$ cat src/rtl/upcounter_core.sv
// Decimal up-counter with prescaler and run/stop/clear command port.
// Feeds the four-digit display controller and the status LEDs.
module upcounter_core #(
  parameter int CLK_FREQ  = 100_000_000,
  parameter int TICK_HZ   = 10,
  parameter int MAX_COUNT = 9999
) (
  input  logic        clk,
  input  logic        reset,
  input  logic        cmd_valid,
  input  logic [1:0]  cmd,
  output logic        cmd_ready,
  output logic [13:0] count,
  output logic        running,
  output logic        tick,
  output logic        wrap
);

  localparam int DIV = CLK_FREQ / TICK_HZ;
  localparam int PW  = $clog2(DIV);

  localparam logic [PW-1:0] PS_LAST  = PW'(DIV - 1);
  localparam logic [13:0]   CNT_LAST = 14'(MAX_COUNT);

  localparam logic [1:0] CMD_RUN  = 2'b01;
  localparam logic [1:0] CMD_STOP = 2'b10;
  localparam logic [1:0] CMD_CLR  = 2'b11;

  typedef enum logic {
    STOPPED = 1'b0,
    RUN_ST  = 1'b1
  } state_t;

  state_t        state_q, state_d;
  logic [PW-1:0] ps_q, ps_d;
  logic [13:0]   cnt_q, cnt_d;
  logic          tick_q, tick_d;
  logic          wrap_q, wrap_d;
  logic          rdy_q;

  logic acc;
  logic do_run;
  logic do_stop;
  logic do_clr;
  logic step_en;

  assign acc     = cmd_valid && rdy_q;
  assign do_run  = acc && (cmd == CMD_RUN);
  assign do_stop = acc && (cmd == CMD_STOP);
  assign do_clr  = acc && (cmd == CMD_CLR);

  // STOP takes effect before the prescaler decision
  assign step_en = (state_q == RUN_ST) && !do_clr && !do_stop;

  always_ff @(posedge clk) begin
    if (!reset) begin
      state_q <= STOPPED;
      ps_q    <= '0;
      cnt_q   <= '0;
      tick_q  <= 1'b0;
      wrap_q  <= 1'b0;
      rdy_q   <= 1'b0;
    end else begin
      state_q <= state_d;
      ps_q    <= ps_d;
      cnt_q   <= cnt_d;
      tick_q  <= tick_d;
      wrap_q  <= wrap_d;
      rdy_q   <= 1'b1;
    end
  end

  always_comb begin
    state_d = state_q;
    unique case (1'b1)
      do_run:  state_d = RUN_ST;
      do_stop: state_d = STOPPED;
      default: ;
    endcase
  end

  always_comb begin
    ps_d   = ps_q;
    cnt_d  = cnt_q;
    tick_d = 1'b0;
    wrap_d = 1'b0;
    unique case (1'b1)
      do_clr: begin
        ps_d  = '0;
        cnt_d = '0;
      end
      step_en: begin
        if (ps_q == PS_LAST) begin
          ps_d   = '0;
          tick_d = 1'b1;
          if (cnt_q == CNT_LAST) begin
            cnt_d  = '0;
            wrap_d = 1'b1;
          end else begin
            cnt_d = cnt_q + 14'd1;
          end
        end else begin
          ps_d = ps_q + 1'b1;
        end
      end
      default: ;
    endcase
  end

  always_comb begin
    running   = (state_q == RUN_ST);
    cmd_ready = rdy_q;
    count     = cnt_q;
    tick      = tick_q;
    wrap      = wrap_q;
  end

endmodule

$ cat config.mk
export PLATFORM = sky130hd
export DESIGN_NAME = upcounter_core
export DESIGN_NICKNAME = d
export VERILOG_FILES = /design/src/rtl/upcounter_core.sv
export SDC_FILE = /design/constraint.sdc
export NUM_CORES = 1
export LEC_CHECK = 0
export ABC_CLOCK_PERIOD_IN_PS = 4700
export BUFFER_PORTS_ARGS = -buffer_cell sky130_fd_sc_hd__buf_2
export CORE_UTILIZATION = 40
export DETAILED_ROUTE_END_ITERATION = 10
export GPL_TIMING_DRIVEN = 0
export PLACE_DENSITY = 0.55
export SLEW_MARGIN = 20
export SYNTH_ARGS = -nofsm -noshare
export SYNTH_HDL_FRONTEND = slang
export SYNTH_SLANG_ARGS = --single-unit
export TNS_END_PERCENT = 100
$ cat constraint.sdc
create_clock -name clk -period 4.7 [get_ports clk]
set_input_delay 0.705 -clock clk [delete_from_list [all_inputs] [get_ports clk]]
set_output_delay 0.705 -clock clk [all_outputs]
set_load 0.01 [all_outputs]
==> results of run 1 <==
[cell families after synthesis]
logic type / count (synthesis)
multiplexers: 3
AO/OA/AOI/OAI: 71
XOR/XNOR: 5
adder cells (fa/ha/maj): 2
AND/OR/NAND/NOR: 139
flip-flops: 42
buffers and inverters: 21
[cell usage after synthesis, types with 4 or more instances]
master / count / area share
a21oi_1: 20 / 0.043
o21ai_0: 12 / 0.026
a31oi_1: 9 / 0.024
and4_1: 6 / 0.022
xnor2_1: 4 / 0.015
clkbuf_1: 4 / 0.0064
nor3_1: 6 / 0.013
o21ai_1: 5 / 0.011
nor4_1: 13 / 0.035
and3_1: 6 / 0.016
nor2_1: 19 / 0.030
o31ai_1: 7 / 0.022
buf_2: 5 / 0.011
nand4_1: 12 / 0.032
nand3_1: 27 / 0.057
dfxtp_1: 42 / 0.36
nand2_1: 21 / 0.034
or3_1: 4 / 0.011
inv_1: 7 / 0.011
[final timing paths]
path | slack, ps | start | end | cells after the start
worst min register to register | 470 | count[13] | count[13] | 1
worst max register to register | 2530 | count[0] | count[6] | 8
worst min-delay path | 470 | count[13] | count[13] | 1
worst max-delay path | 2530 | count[0] | count[6] | 8
[power by group]
| group | internal [mW] | switching (mW) | total [mW] |
|---|---|---|---|
| logic | 0.0108 | 0.0300 | 0.0408 |
| registers | 0.357 | 0.00203 | 0.359 |
| clock network | 0.157 | 0.132 | 0.288 |
| total | 0.524 | 0.164 | 0.688 |
[flip-flops by register name, indices dropped and copies added, names as in the netlist]
register	cells
running	1
count	14
ps_q	24
cmd_ready	1
tick	1
wrap	1
[routing by layer]
| layer | global-route usage | share of wire | up-vias |
|---|---|---|---|
| met5 | 0 | 0 | - |
| met1 | 0.3340 | 0.52 | 1028 |
| li1 | - | - | 1148 |
| met3 | 0.03953 | 0.053 | 4 |
| met4 | 0.06296 | 0.0075 | 0 |
| met2 | 0.3148 | 0.42 | 59 |
[per-stage QoR]
step           utilization  hold WS [ps]  cells
2_1_floorplan            -         431.7    283
3_3_place_gp        0.4579         448.7    377
3_5_place_dp        0.4579         459.6    377
4_1_cts             0.4774         472.6    385
5_1_grt             0.4774         486.3    385
6_report            0.4774         474.2    385
[layout by cell type (no fill, tap or decap), types with 4 or more instances in the layout]
cell type and instances:
a21oi_1 20, a31oi_1 9, and3_1 6, and4_1 6
buf_2 27, clkbuf_1 4, clkbuf_8 5, dfxtp_1 42
inv_1 7, nand2_1 21, nand3_1 27, nand4_1 12
nor2_1 19, nor3_1 6, nor4_1 13, o21ai_0 12
o21ai_1 5, o31ai_1 7, or3_1 4, xnor2_1 4
[cell type report]
type / count / area share
clock buffers: 5 / 0.02586
plain buffers: 14 / 0.03244
inverters: 7 / 0.009873
clock inverters: 3 / 0.01504
multi-input cells: 220 / 0.5256
flip-flops and latches: 42 / 0.3159
well taps: 72 / 0.03385
repair buffers: 22 / 0.04137
[critical path: stages (launching register included)]
cell     delay, ps
dfxtp_1        360
ha_1           260
and3_1         260
and4_1         170
buf_4          170
nor2_1         110
buf_2          250
nand3_2        190
o31ai_1        300
==> report_table.html, run 1 <==
<table>
<tr><th>Metric</th><th>Value</th></tr>
<tr><th colspan="2">Finish</th></tr>
<tr><td>Diode insertion count for antenna repair</td><td>0</td></tr>
<tr><td>Layout cell share with drive strength beyond 1</td><td>0.1821</td></tr>
<tr><td>Post-route standard cell area excluding fillers</td><td>~0.0027 mm^2</td></tr>
<tr><td>FILL cells</td><td>roughly 570</td></tr>
<tr><td>Flip-flop and latch area</td><td>roughly 840 um^2</td></tr>
<tr><td>Area growth, synth to finish</td><td>13.14%</td></tr>
<tr><td>Final net count</td><td>~320</td></tr>
<tr><td>Multi-input gate area in the final layout</td><td>about 0.0014 mm^2</td></tr>
<tr><th colspan="2">Critical path</th></tr>
<tr><td>Crit path required time</td><td>a little under 5000 ps</td></tr>
<tr><td>Type of the setup path with the least slack</td><td>flop to flop</td></tr>
<tr><td>Arrival time at the worst endpoint</td><td>around 2400 ps</td></tr>
<tr><td>Worst setup SP type</td><td>flop</td></tr>
<tr><td>Capturing element type of the critical path</td><td>flop</td></tr>
<tr><td>Top fanout value on the critical path</td><td>10</td></tr>
<tr><th colspan="2">Floorplan</th></tr>
<tr><td>Number of I/O pins</td><td>23</td></tr>
<tr><td>Core Box Area</td><td>between 0.005 and 0.006 mm^2</td></tr>
<tr><td>Die Footprint</td><td>about 0.0062 mm^2</td></tr>
<tr><td>Width of the die</td><td>around 79 um</td></tr>
<tr><td>Chip Height</td><td>a little under 80 um</td></tr>
<tr><td>Cell row count</td><td>27</td></tr>
<tr><td>Initial Utilization</td><td>0.4220</td></tr>
<tr><th colspan="2">Yosys</th></tr>
<tr><td>Synthesized-area fraction occupied by and/or/nand/nor cells</td><td>0.3553</td></tr>
<tr><td>Primary flip-flop cell chosen by synthesis mapping</td><td>dfxtp_1</td></tr>
<tr><td>Largest family of logic cells by synthesized area</td><td>simple AND/OR/NAND/NOR gates</td></tr>
<tr><td>Synthesized-area fraction occupied by adder cells</td><td>0.01064</td></tr>
<tr><td>Share of synthesized registers carrying an async set or reset</td><td>0</td></tr>
<tr><td>Sequential area share after synthesis</td><td>0.3574</td></tr>
<tr><td>EDFF count, synth</td><td>0</td></tr>
<tr><td>Number of standard cells after synthesis</td><td>approximately 280</td></tr>
<tr><td>Flops &amp; latches, synth</td><td>between 40 and 50</td></tr>
<tr><td>Combined area of all synthesized cells</td><td>around 0.0024 mm^2</td></tr>
<tr><td>Unique masters post-synth</td><td>54</td></tr>
<tr><td>Nets in the synthesized netlist</td><td>290</td></tr>
<tr><td>Post-synthesis share of cell area spent on xor and xnor gates</td><td>0.01862</td></tr>
<tr><td>Average size of a mapped cell</td><td>just over 8 um^2</td></tr>
<tr><td>Synth warn</td><td>0</td></tr>
<tr><td>Compound-gate portion of the synthesized area</td><td>0.1973</td></tr>
<tr><td>Share of cell area taken by muxes after synthesis</td><td>0.01277</td></tr>
<tr><th colspan="2">CTS</th></tr>
<tr><td>Setup Buffers After CTS</td><td>0</td></tr>
<tr><td>Buffers from clock root to sink, at most</td><td>2</td></tr>
<tr><td>Worst skew pair latency</td><td>around 300 ps</td></tr>
<tr><td>Quantity of gates resized following cts</td><td>0</td></tr>
<tr><td>Clock buffer count from CTS</td><td>5</td></tr>
<tr><td>Number of levels in the clock H-tree</td><td>2</td></tr>
<tr><td>Register clock-pin slew on the reported worst setup and hold paths</td><td>approximately 80 ps</td></tr>
<tr><td>CTS tree</td><td>built</td></tr>
<tr><td>Hold Buf Count CTS</td><td>0</td></tr>
<tr><td>Clock net sink count</td><td>42</td></tr>
<tr><td>Clock root cell</td><td>clkbuf_8</td></tr>
<tr><th colspan="2">Route</th></tr>
<tr><td>First-pass iteration count of the detailed router</td><td>5</td></tr>
<tr><td>Drt drc</td><td>0</td></tr>
<tr><td>Routed Wire Length</td><td>between 6 and 7 mm</td></tr>
<tr><td>Routed WL per cell</td><td>~17 um</td></tr>
<tr><td>Average vias per placed instance</td><td>just under 6</td></tr>
<tr><td>Drt initial violations</td><td>205</td></tr>
<tr><td>Number of antenna-violating nets in the routed design</td><td>0</td></tr>
<tr><td>Via count</td><td>around 2.2k</td></tr>
<tr><th colspan="2">STA</th></tr>
<tr><td>Sum of negative setup slack</td><td>0 ps</td></tr>
<tr><td>Number of setup violations in the final report</td><td>0</td></tr>
<tr><td>Total count of max-transition violations in the final report</td><td>0</td></tr>
<tr><td>Minimum clock period</td><td>approximately 2200 ps</td></tr>
<tr><td>Setup repair after global routing missed its margin</td><td>no</td></tr>
<tr><td>Clock skew after layout</td><td>between 15 and 20 ps</td></tr>
<tr><td>Transition time at the pin with the least slew margin</td><td>approximately 660 ps</td></tr>
<tr><td>Share of the cycle needed by the critical path after routing</td><td>0.4613</td></tr>
<tr><td>Maximum clock rate</td><td>between 400 and 500 MHz</td></tr>
<tr><td>Least setup slack across all paths after layout</td><td>approximately 2500 ps</td></tr>
<tr><td>Hold Violations, Final</td><td>0</td></tr>
<tr><td>Max-slew headroom at the worst pin</td><td>0.5631</td></tr>
<tr><th colspan="2">Global routing</th></tr>
<tr><td>First-pass GRT wire length</td><td>approximately 11 mm</td></tr>
<tr><td>Number of antenna violations at the first check in global routing</td><td>0</td></tr>
<tr><td>Vias in the first global route</td><td>between 2k and 2.5k</td></tr>
<tr><td>Overall fraction of global-route tracks in use</td><td>0.2213</td></tr>
<tr><td>Maximum number of pins on one net before global-route repair</td><td>14</td></tr>
<tr><td>Overflow after GRT</td><td>0</td></tr>
<tr><th colspan="2">Run</th></tr>
<tr><td>Max cap viols</td><td>0</td></tr>
<tr><th colspan="2">Power</th></tr>
<tr><td>Leakage power</td><td>~0.91 nW</td></tr>
<tr><td>Worst ir drop on vdd</td><td>0.0001817 V</td></tr>
<tr><td>Pwr/cell area</td><td>~260 mW/mm^2</td></tr>
<tr><td>Total Power Consumption</td><td>about 690 uW</td></tr>
<tr><th colspan="2">Placed design</th></tr>
<tr><td>Final estimated routing congestion in global placement</td><td>around 0.86</td></tr>
<tr><td>Port Buf Inserts</td><td>22</td></tr>
<tr><td>Cell Area, Placed</td><td>0.002552 mm^2</td></tr>
<tr><td>Place WS</td><td>~2300 ps</td></tr>
<tr><td>Post-DP HPWL</td><td>about 4.6 mm</td></tr>
<tr><th colspan="2">Hold path</th></tr>
<tr><td>Min-Delay Path Class</td><td>flop to flop</td></tr>
<tr><th colspan="2">Outcome</th></tr>
<tr><td>Status</td><td>completed</td></tr>
</table>
No activity file was read; power rests on OpenSTA's default activity.
==> run 2, diff against run 1 <==
- ABC_CLOCK_PERIOD_IN_PS: 4700 -> 1900
- PLACE_DENSITY: 0.55 -> 0.57
- clock period: 4.7 -> 1.9 ns (I/O delays scaled with it)
==> run 2 against run 1 <==
Total power grew to 2.8 times the previous value; fmax grew 13%; highest routed layer unchanged; clock power rose to 3.2 times the previous value; non-clock buffer count grew 18; via count increased by 13%; routed wire length rose by 13%; count of clock-buffer cells in the layout increased by 1; the run now ends with setup timing left; sequential share of layout area shrank 3.6 points; register-to-register slack worse by 2500 ps; cell count up 4.7%.
==> report_table.html, run 2 (synthesis gave the netlist of run 1 again) <==
<table>
<tr><th>Metric</th><th>Value</th></tr>
<tr><th colspan="2">Route</th></tr>
<tr><td>First-pass iteration count of the detailed router</td><td>5 (unchanged)</td></tr>
<tr><td>Drt drc</td><td>0 (unchanged)</td></tr>
<tr><td>Routed Wire Length</td><td>7.178 mm (was 6.358 mm)</td></tr>
<tr><td>Number of antenna-violating nets in the routed design</td><td>0 (unchanged)</td></tr>
<tr><td>Average vias per placed instance</td><td>6.258 (was 5.816)</td></tr>
<tr><td>Drt initial violations</td><td>183 (was 205)</td></tr>
<tr><td>Routed WL per cell</td><td>17.81 um (was 16.51 um)</td></tr>
<tr><td>Via count</td><td>2522 (was 2239)</td></tr>
<tr><th colspan="2">CTS</th></tr>
<tr><td>Clock net sink count</td><td>42 (unchanged)</td></tr>
<tr><td>CTS tree</td><td>built (unchanged)</td></tr>
<tr><td>Register clock-pin slew on the reported worst setup and hold paths</td><td>90 ps (was 80 ps)</td></tr>
<tr><td>Worst skew pair latency</td><td>310 ps (was 300 ps)</td></tr>
<tr><td>Clock buffer count from CTS</td><td>5 (unchanged)</td></tr>
<tr><td>Clock root cell</td><td>clkbuf_8 (unchanged)</td></tr>
<tr><td>Number of levels in the clock H-tree</td><td>2 (unchanged)</td></tr>
<tr><td>Buffers from clock root to sink, at most</td><td>2 (unchanged)</td></tr>
<tr><th colspan="2">Global routing</th></tr>
<tr><td>Number of antenna violations at the first check in global routing</td><td>0 (unchanged)</td></tr>
<tr><td>Overall fraction of global-route tracks in use</td><td>0.2319 (was 0.2213)</td></tr>
<tr><td>Maximum number of pins on one net before global-route repair</td><td>14 (unchanged)</td></tr>
<tr><td>Global Route met2 Usage</td><td>0.3374 (was 0.3148)</td></tr>
<tr><td>Met1 Usage GRT</td><td>0.3390 (was 0.3340)</td></tr>
<tr><td>First-pass GRT wire length</td><td>11.10 mm (was 10.56 mm)</td></tr>
<tr><td>Overflow after GRT</td><td>0 (unchanged)</td></tr>
<tr><td>Met3 track demand over resource in global routing</td><td>0.04186 (was 0.03953)</td></tr>
<tr><td>Vias in the first global route</td><td>2161 (was 2056)</td></tr>
<tr><td>Busiest layer in global routing</td><td>met1 (unchanged)</td></tr>
<tr><th colspan="2">Hold path</th></tr>
<tr><td>End of the worst hold path</td><td>cmd_ready (was count[13])</td></tr>
<tr><td>Startpoint of the most critical hold path</td><td>reset (was count[13])</td></tr>
<tr><td>Hold Path Cell Cnt</td><td>1 (unchanged)</td></tr>
<tr><td>Min-Delay Path Class</td><td>input port to flop (was flop to flop)</td></tr>
<tr><th colspan="2">Placed design</th></tr>
<tr><td>Post-DP HPWL</td><td>4.677 mm (was 4.567 mm)</td></tr>
<tr><td>Port Buf Inserts</td><td>22 (unchanged)</td></tr>
<tr><td>Cell Area, Placed</td><td>0.002552 mm^2 (unchanged)</td></tr>
<tr><td>Final estimated routing congestion in global placement</td><td>0.8645 (was 0.8597)</td></tr>
<tr><td>Total instance count after detailed placement</td><td>377 (unchanged)</td></tr>
<tr><td>Place WS</td><td>-206.5 ps (was 2268 ps)</td></tr>
<tr><th colspan="2">Critical path</th></tr>
<tr><td>Number of cells on the worst reg-to-reg path</td><td>6 (was 8)</td></tr>
<tr><td>Type of the setup path with the least slack</td><td>flop to flop (unchanged)</td></tr>
<tr><td>Capturing element type of the critical path</td><td>flop (unchanged)</td></tr>
<tr><td>Arrival time at the worst endpoint</td><td>2120 ps (was 2370 ps)</td></tr>
<tr><td>RR Startpoint</td><td>ps_q[11] (was count[0])</td></tr>
<tr><td>Setup slack of the most critical reg-to-reg path</td><td>-20 ps (was 2530 ps)</td></tr>
<tr><td>Top fanout value on the critical path</td><td>6 (was 10)</td></tr>
<tr><td>Worst setup SP type</td><td>flop (unchanged)</td></tr>
<tr><td>Crit path required time</td><td>2100 ps (was 4900 ps)</td></tr>
<tr><td>R2r endpoint</td><td>count[10] (was count[6])</td></tr>
<tr><th colspan="2">Finish</th></tr>
<tr><td>Diode insertion count for antenna repair</td><td>0 (unchanged)</td></tr>
<tr><td>Most common cell after layout, fill and taps aside</td><td>dfxtp_1 (unchanged)</td></tr>
<tr><td>Post-route standard cell area excluding fillers</td><td>0.003095 mm^2 (was 0.002661 mm^2)</td></tr>
<tr><td>Area growth, synth to finish</td><td>31.60% (was 13.14%)</td></tr>
<tr><td>Commonest cells after routing, fill and taps aside</td><td>28 x dfxtp_1, 27 x nand3_1, 22 x buf_2 (was 42 x dfxtp_1, 27 x nand3_1, 27 x buf_2)</td></tr>
<tr><td>Most flops, register</td><td>ps_q (unchanged)</td></tr>
<tr><td>Fin cells</td><td>403 (was 385)</td></tr>
<tr><td>Final core utilization</td><td>0.5553 (was 0.4774)</td></tr>
<tr><td>Layout cell share with drive strength beyond 1</td><td>0.3595 (was 0.1821)</td></tr>
<tr><td>Final net count</td><td>337 (was 319)</td></tr>
<tr><td>Largest register FFs</td><td>24 (unchanged)</td></tr>
<tr><th colspan="2">Outcome</th></tr>
<tr><td>Violated checks</td><td>setup timing</td></tr>
<tr><td>Status</td><td>complete, but fails checks (was completed)</td></tr>
<tr><th colspan="2">Floorplan</th></tr>
<tr><td>Chip Height</td><td>78.69 um (unchanged)</td></tr>
<tr><td>Width of the die</td><td>78.69 um (unchanged)</td></tr>
<tr><td>Initial Utilization</td><td>0.4220 (unchanged)</td></tr>
<tr><td>Cell row count</td><td>27 (unchanged)</td></tr>
<tr><td>Core Box Area</td><td>0.005574 mm^2 (unchanged)</td></tr>
<tr><td>Number of I/O pins</td><td>23 (unchanged)</td></tr>
<tr><td>Die Footprint</td><td>0.006191 mm^2 (unchanged)</td></tr>
<tr><th colspan="2">Run</th></tr>
<tr><td>Max cap viols</td><td>0 (unchanged)</td></tr>
<tr><th colspan="2">STA</th></tr>
<tr><td>Total count of max-transition violations in the final report</td><td>0 (unchanged)</td></tr>
<tr><td>Least setup slack across all paths after layout</td><td>-16.39 ps (was 2532 ps)</td></tr>
<tr><td>Minimum clock period</td><td>1916 ps (was 2168 ps)</td></tr>
<tr><td>Transition time at the pin with the least slew margin</td><td>636.1 ps (was 655.3 ps)</td></tr>
<tr><td>Setup repair after global routing missed its margin</td><td>yes (was no)</td></tr>
<tr><td>Number of setup violations in the final report</td><td>2 (was 0)</td></tr>
<tr><td>Share of the cycle needed by the critical path after routing</td><td>1.009 (was 0.4613)</td></tr>
<tr><td>Clock skew after layout</td><td>9.086 ps (was 16.87 ps)</td></tr>
<tr><td>Hold Violations, Final</td><td>0 (unchanged)</td></tr>
<tr><td>Sum of negative setup slack</td><td>-28.17 ps (was 0 ps)</td></tr>
<tr><td>Max-slew headroom at the worst pin</td><td>0.5759 (was 0.5631)</td></tr>
<tr><td>Worst slack on hold paths</td><td>118.5 ps (was 474.2 ps)</td></tr>
<tr><td>Maximum clock rate</td><td>521.8 MHz (was 461.2 MHz)</td></tr>
<tr><th colspan="2">Power</th></tr>
<tr><td>Worst ir drop on vdd</td><td>0.0003996 V (was 0.0001817 V)</td></tr>
<tr><td>Total Power Consumption</td><td>1.930 mW (was 688.0 uW)</td></tr>
<tr><td>Pwr/cell area</td><td>623.4 mW/mm^2 (was 258.5 mW/mm^2)</td></tr>
<tr><td>Leakage power</td><td>1.035 nW (was 0.9137 nW)</td></tr>
</table>
==> run 2: cell count changes in the layout (fill, tap and decap cells not counted), moves of 5 or more <==
cell / before / now
a21oi_2: 0 / 5
nor4_2: 0 / 5
dfxtp_2: 0 / 11
buf_2: 27 / 22
a21oi_1: 20 / 15
dfxtp_1: 42 / 28
o31ai_1: 7 / 2
buf_4: 1 / 20
o31ai_4: 0 / 5
nor4_1: 13 / 8
==> run 2: where the power goes <==
| group | internal (mW) | total [mW] | switching [mW] | leakage, nW |
|---|---|---|---|---|
| Combinational | 0.0414 | 0.134 | 0.0928 | 0.617 |
| Clock | 0.561 | 0.910 | 0.349 | 0.0714 |
| Sequential | 0.879 | 0.886 | 0.00676 | 0.347 |
==> run 2: critical path, cell delays in order, from the launching register on <==
cell and delay (ps):
dfxtp_4 360, nor4b_4 330, nand3_2 160, o31a_1 430, buf_4 210, o31ai_1 220, o21ai_1 90
==> run 2: how the worst max path moves through the flow <==
| stage | startpoint | to | slack, ps | cells after the start |
|---|---|---|---|---|
| floorplan | count[0] | count[3] | 50 | 8 |
| finish | ps_q[11] | count[10] | -20 | 6 |
| global route | ps_q[11] | ps_q[8] | -80 | 7 |
| global placement | count[0] | count[3] | -210 | 8 |
| detailed placement | count[0] | count[3] | -210 | 8 |
| CTS | ps_q[7] | count[5] | -0.7 | 7 |
==> run 2: cell type report <==
| type | count | area, um^2 |
|---|---|---|
| Buffer | 12 | 90.09 |
| Clock buffer | 6 | 82.58 |
| Clock inverter | 2 | 60.06 |
| Fill cell | 540 | 2479 |
| Inverter | 7 | 26.28 |
| Multi-Input combinational cell | 220 | 1613 |
| Sequential cell | 42 | 865.8 |
| Tap cell | 72 | 90.09 |
| Timing Repair Buffer | 42 | 267.8 |
==> run 2: what timing repair did <==
action | 4_1_cts | 5_1_grt
setup endpoints to repair | 18 | 32
endpoints found under the hold margin | 0 | 0
pin swaps | 3 | 22
setup buffers | 2 | 17
gates cloned | 0 | 1
gates resized for setup | 19 | 59
hold buffers | 0 | 0
==> run 2: metal layers <==
metal | part of all wire | routed length, um | vias to the layer above
li1 | - | - | 1198
met1 | 0.49 | 3498 | 1214
met2 | 0.44 | 3192 | 102
met3 | 0.057 | 410 | 8
met4 | 0.011 | 76 | 0
met5 | 0 | 0 | -
